## src/rtl/add8_err_sweep.sv

```systemverilog
// Exhaustive error-characterisation sequencer for one approximate add8-family adder.
// Walks every operand pair, compares against the exact sum, and accumulates EP/MAE/MSE/WCE statistics.
module add8_err_sweep #(
    parameter int W    = 8,
    parameter int HOLD = 0
) (
    input  logic             clk,
    input  logic             rst,
    input  logic             start,
    output logic [W-1:0]     op_a,
    output logic [W-1:0]     op_b,
    input  logic [W:0]       approx_sum,
    output logic             busy,
    output logic             done,
    output logic [2*W:0]     err_count,
    output logic [3*W:0]     sae,
    output logic [4*W+1:0]   sse,
    output logic [W:0]       wce,
    output logic [W-1:0]     first_err_a,
    output logic [W-1:0]     first_err_b,
    output logic             any_err
);

    typedef enum logic [1:0] {
        ST_IDLE  = 2'd0,
        ST_SWEEP = 2'd1,
        ST_DRAIN = 2'd2,
        ST_DONE  = 2'd3
    } state_t;

    state_t               state_r;
    state_t               state_s;
    logic [3:0]           hold_cnt_r;
    logic                 drain_cnt_r;
    logic                 accept_s;
    logic                 sample_s;
    logic                 last_vec_s;

    logic [W:0]           exact_s;
    logic signed [W+1:0]  err_s;
    logic [W:0]           abs_s;

    logic                 s1_valid_r;
    logic                 s1_flag_r;
    logic [W:0]           s1_abs_r;
    logic [2*W+1:0]       s1_sq_r;
    logic [W-1:0]         s1_a_r;
    logic [W-1:0]         s1_b_r;

    // Magnitude of a signed W+2 bit difference; it always fits in W+1 bits.
    function automatic logic [W:0] abs_f(input logic signed [W+1:0] x);
        logic signed [W+1:0] neg;
        neg = -x;
        if (x[W+1]) begin
            abs_f = neg[W:0];
        end else begin
            abs_f = x[W:0];
        end
    endfunction

    function automatic logic [2*W+1:0] sq_f(input logic [W:0] x);
        sq_f = {{(W+1){1'b0}}, x} * {{(W+1){1'b0}}, x};
    endfunction

    // Next-state logic and per-cycle control strobes.
    always_comb begin
        state_s    = state_r;
        accept_s   = 1'b0;
        sample_s   = 1'b0;
        last_vec_s = (op_a == {W{1'b1}}) && (op_b == {W{1'b1}});
        case (state_r)
            ST_IDLE: begin
                if (start) begin
                    state_s  = ST_SWEEP;
                    accept_s = 1'b1;
                end else begin
                    state_s  = ST_IDLE;
                end
            end
            ST_SWEEP: begin
                sample_s = (hold_cnt_r == 4'(HOLD));
                if (sample_s && last_vec_s) begin
                    state_s = ST_DRAIN;
                end else begin
                    state_s = ST_SWEEP;
                end
            end
            ST_DRAIN: begin
                if (drain_cnt_r) begin
                    state_s = ST_DONE;
                end else begin
                    state_s = ST_DRAIN;
                end
            end
            ST_DONE: state_s = ST_IDLE;
            default: state_s = ST_IDLE;
        endcase
    end

    // Exact reference and signed error of the current vector.
    always_comb begin
        exact_s = {1'b0, op_a} + {1'b0, op_b};
        err_s   = $signed({1'b0, approx_sum}) - $signed({1'b0, exact_s});
        abs_s   = abs_f(err_s);
    end

    // State register, hold/drain counters, operand generator and status flags.
    always_ff @(posedge clk) begin
        if (rst) begin
            state_r     <= ST_IDLE;
            hold_cnt_r  <= 4'd0;
            drain_cnt_r <= 1'b0;
            op_a        <= {W{1'b0}};
            op_b        <= {W{1'b0}};
            busy        <= 1'b0;
            done        <= 1'b0;
        end else begin
            state_r     <= state_s;
            done        <= (state_s == ST_DONE);
            busy        <= (state_s == ST_SWEEP) || (state_s == ST_DRAIN);
            drain_cnt_r <= (state_r == ST_DRAIN) ? ~drain_cnt_r : 1'b0;
            if (accept_s) begin
                op_a       <= {W{1'b0}};
                op_b       <= {W{1'b0}};
                hold_cnt_r <= 4'd0;
            end else if (sample_s) begin
                hold_cnt_r <= 4'd0;
                // The final vector stays on the bus; the index never wraps.
                if (!last_vec_s) begin
                    {op_b, op_a} <= {op_b, op_a} + {{(2*W-1){1'b0}}, 1'b1};
                end
            end else if (state_r == ST_SWEEP) begin
                hold_cnt_r <= hold_cnt_r + 4'd1;
            end
        end
    end

    // Pipeline stage 1: register error magnitude, square, flag and operands.
    always_ff @(posedge clk) begin
        if (rst || accept_s) begin
            s1_valid_r <= 1'b0;
            s1_flag_r  <= 1'b0;
            s1_abs_r   <= {(W+1){1'b0}};
            s1_sq_r    <= {(2*W+2){1'b0}};
            s1_a_r     <= {W{1'b0}};
            s1_b_r     <= {W{1'b0}};
        end else begin
            s1_valid_r <= sample_s;
            s1_flag_r  <= (err_s != {(W+2){1'b0}});
            s1_abs_r   <= abs_s;
            s1_sq_r    <= sq_f(abs_s);
            s1_a_r     <= op_a;
            s1_b_r     <= op_b;
        end
    end

    // Pipeline stage 2: accumulate statistics; widths are sized so nothing wraps.
    always_ff @(posedge clk) begin
        if (rst || accept_s) begin
            err_count   <= {(2*W+1){1'b0}};
            sae         <= {(3*W+1){1'b0}};
            sse         <= {(4*W+2){1'b0}};
            wce         <= {(W+1){1'b0}};
            first_err_a <= {W{1'b0}};
            first_err_b <= {W{1'b0}};
            any_err     <= 1'b0;
        end else if (s1_valid_r) begin
            err_count <= err_count + {{(2*W){1'b0}}, s1_flag_r};
            sae       <= sae + {{(2*W){1'b0}}, s1_abs_r};
            sse       <= sse + {{(2*W){1'b0}}, s1_sq_r};
            if (s1_abs_r > wce) begin
                wce <= s1_abs_r;
            end
            if (s1_flag_r && !any_err) begin
                first_err_a <= s1_a_r;
                first_err_b <= s1_b_r;
                any_err     <= 1'b1;
            end
        end
    end

endmodule

```

## config.mk

```make
export PLATFORM = sky130hd
export DESIGN_NAME = add8_err_sweep
export DESIGN_NICKNAME = d
export VERILOG_FILES = /design/src/rtl/add8_err_sweep.sv
export SDC_FILE = /design/constraint.sdc
export NUM_CORES = 1
export LEC_CHECK = 0
export CORE_UTILIZATION = 50
export DETAILED_ROUTE_END_ITERATION = 6
export PLACE_DENSITY = 0.84
export SETUP_SLACK_MARGIN = 0.3
export SYNTH_ARGS = -nofsm -noshare
export SYNTH_HDL_FRONTEND = slang
export SYNTH_SLANG_ARGS = --single-unit
```

## constraint.sdc

```tcl
create_clock -name clk -period 13.9 [get_ports clk]
set_clock_uncertainty 0.05 [all_clocks]
set_input_delay 2.085 -clock clk [delete_from_list [all_inputs] [get_ports clk]]
set_output_delay 2.085 -clock clk [all_outputs]
set_load 0.02 [all_outputs]
```

==> impl_metrics.toml <==
[status]
status = "finished clean"

[clocking]
root_buffer = "clkbuf_16"
path_clk_slew_ns = 0.06
h-tree-depth = 4
clk_latency_ns = 0.43
cts_tree = "yes"
numClockSinks = 170
cts_buffers = 17
cts_setup_buffers = 0
ctsResizeCount = 0
clock_tree.buffer_depth = 2
postCtsHoldBufs = 0

[route]
drt_iter0_drc = 403
ant_nets = 0
drt_wl_total_um = 24400
drc_errors = 0
routed-wl-met2_um = 11800
wire_per_inst_um = 15.3
wl_met1_um = 10400
post_drt_via_cell_ratio = 5.50
wl_met3_um = 1450
vias = 8743
top_layer = "met4"
first_pass_iters = 5

[synthesis]
synthTopCellsByCount = "177 x nor2_1, 170 x dfxtp_1, 112 x inv_1"
synth-main-ff-cell = "dfxtp_1"
synthArstFlopShare = 0
synth_area_leaders = "dfxtp_1 33%, ha_1 11%, fa_1 8.1%, nor2_1 6.4%, xnor2_1 4.3%"
post-synth-top-area-cell = "dfxtp_1"
synthDistinctLibCells = 71
synth-edff-count = 0
yosysSeqAreaShare = 0.329
synthCells = 1188
synth_top_area_frac = 0.329
synth.most_common_cell = "nor2_1"
yosysWarningCount = 0
syn_nets = 1329
synth_seq_cells = 170
syn_area_per_cell_um2 = 8.70
synth_area_um2 = 10300

[setup_path]
cp.required_ns = 14.13
reg2regPathDepth = 26
critPathLaunch = "approx_sum[0]"
r2r-start = "op_a[0]"
crit_type = "input pin to flip-flop"
worstPathMaxFanout = 11
r2r_setup_slack_ns = 6.04
end_kind = "flip-flop"
worstPathArrival_ns = 9.60
startpoint_type = "input pin"
timing.rr.end = "s1_sq_r[16]"

[layout]
syn_to_final_growth_pct = 21.2
final_core_utilization = 0.619
antenna_cells_inserted = 0
drive_gt1_frac = 0.0538
fin_nets = 1448
stdcell_count = 1590

[global_routing]
antenna_found_initial = 0
grt_pass1_wl_um = 40800
grt_pass1_vias = 8420
grt_max_degree = 90
track_usage = 0.237
grt-ovfl-total = 0

[sta]
period_needed_ns = 9.37
rsz0062_at_grt = "false"
fin_hold_ws_ns = 0.384
fmax_mhz = 107
finalCritPeriodShare = 0.674
max_slew.worst_pin.slew_ns = 1.06
fin_setup_tns_ns = 0
slew_viol_final = 0
maxSlewHeadroom = 0.275
hold_viol_final = 0
final-setup-viol-count = 0

[die]
die_area_um2 = 21300
chipHeight_um = 146
die_w_um = 146
coreArea_um2 = 20200
io_pins = 132
start_util = 0.511
rows = 52

[place]
gp_congestion = 0.880
post-place-cells = 1558
dp_hpwl_um = 18200
numPortBuffers = 131

[flow_run]
maxCapViolCount = 0

[hold_path]
hold_depth = 2
hold_class = "flip-flop to flip-flop"
worstHoldStart = "s1_a_r[0]"
min_to = "first_err_a[0]"

[pwr]
irDropWorstVdd_mv = 0.202
p_per_area_nw_per_um2 = 176
p_leak_nw = 5.15
p_total_mw = 2.21
[cell type report]
cell class	count	area, µm²
Clock buffer	18	439
Clock inverter	14	195
Fill cell	1624	7710
Inverter	115	432
Multi-Input combinational cell	865	6350
Sequential cell	170	3400
Tap cell	270	338
Timing Repair Buffer	138	1360
[per-layer routing]
metal / up-vias / track usage
met2: 281 / 0.393
met4: 0 / 0.101
met1: 4177 / 0.305
met3: 56 / 0.0382
met5: - / 0
li1: 4229 / -
[placed cells by master, fill, tap and decap left out, drive strengths merged, types with 19 or more instances in the layout]
cell / instances
xor2: 45
nor3: 19
clkdlybuf4s50: 131
nor2: 178
a21oi: 63
ha: 87
dfxtp: 170
nand2: 84
mux2i: 31
fa: 42
nand3: 23
a21o: 20
xnor2: 52
o21ai: 31
inv: 116
[cells by family (layout without fill, tap and decap cells)]
group,after synthesis,in the layout,share of synthesized area
simple gates,418,418,0.189
compound gates,190,190,0.124
flops,170,170,0.329
buf+inv,153,285,0.0569
fa+ha+maj,129,129,0.187
xor+xnor,97,97,0.0847
mux,31,31,0.0300
[worst max-delay path, cell delays in order]
cell and delay [ns]:
clkdlybuf4s50_1 0.51, fa_1 0.45, ha_1 0.30, xor2_1 0.18, clkinv_1 0.21, ha_1 0.22, or3b_1 0.37, o21ai_2 0.27
a41oi_1 0.17, xnor2_1 0.71, nor2_1 0.17, ha_1 0.39, xnor2_1 0.17, fa_1 0.55, inv_1 0.06, fa_1 0.53
inv_1 0.06, fa_1 0.52, inv_1 0.04, ha_1 0.32, a21boi_0 0.17, o41a_1 0.37, a221o_1 0.34, a31oi_1 0.20
xor2_1 0.16, nor2_1 0.05
[worst max path at each step]
| stage | endpoint | slack, ns | cells after the start |
|---|---|---|---|
| after floorplan | s1_sq_r[17] | 5.34 | 26 |
| after global placement | s1_sq_r[16] | 4.35 | 26 |
| after detailed placement | s1_sq_r[16] | 4.16 | 26 |
| after CTS | s1_sq_r[16] | 4.60 | 26 |
| after global routing | s1_sq_r[17] | 4.04 | 27 |
| final | s1_sq_r[16] | 4.53 | 26 |
[stage by stage]
stage,cell area [µm²],setup slack (ns)
2_1_floorplan,10300,5.34
3_3_place_gp,11900,4.35
3_5_place_dp,11900,4.16
4_1_cts,12500,4.60
5_1_grt,12500,4.04
6_report,12500,4.53
[where the power goes]
part	switching, mW	internal (mW)	total (mW)
sequential	0.0137	0.513	0.526
combinational	0.667	0.507	1.17
clock	0.201	0.307	0.508
[sequential cells by signal (all words and copies together), names as in the netlist, 2 cells and up]
name and count:
op_a 8, op_b 8, sse 34, err_count 17, s1_sq_r 16, state_r 2, hold_cnt_r 4, sae 25
s1_a_r 8, first_err_b 8, wce 9, s1_abs_r 9, first_err_a 8, s1_b_r 8
(Power assumes the default switching activity.)
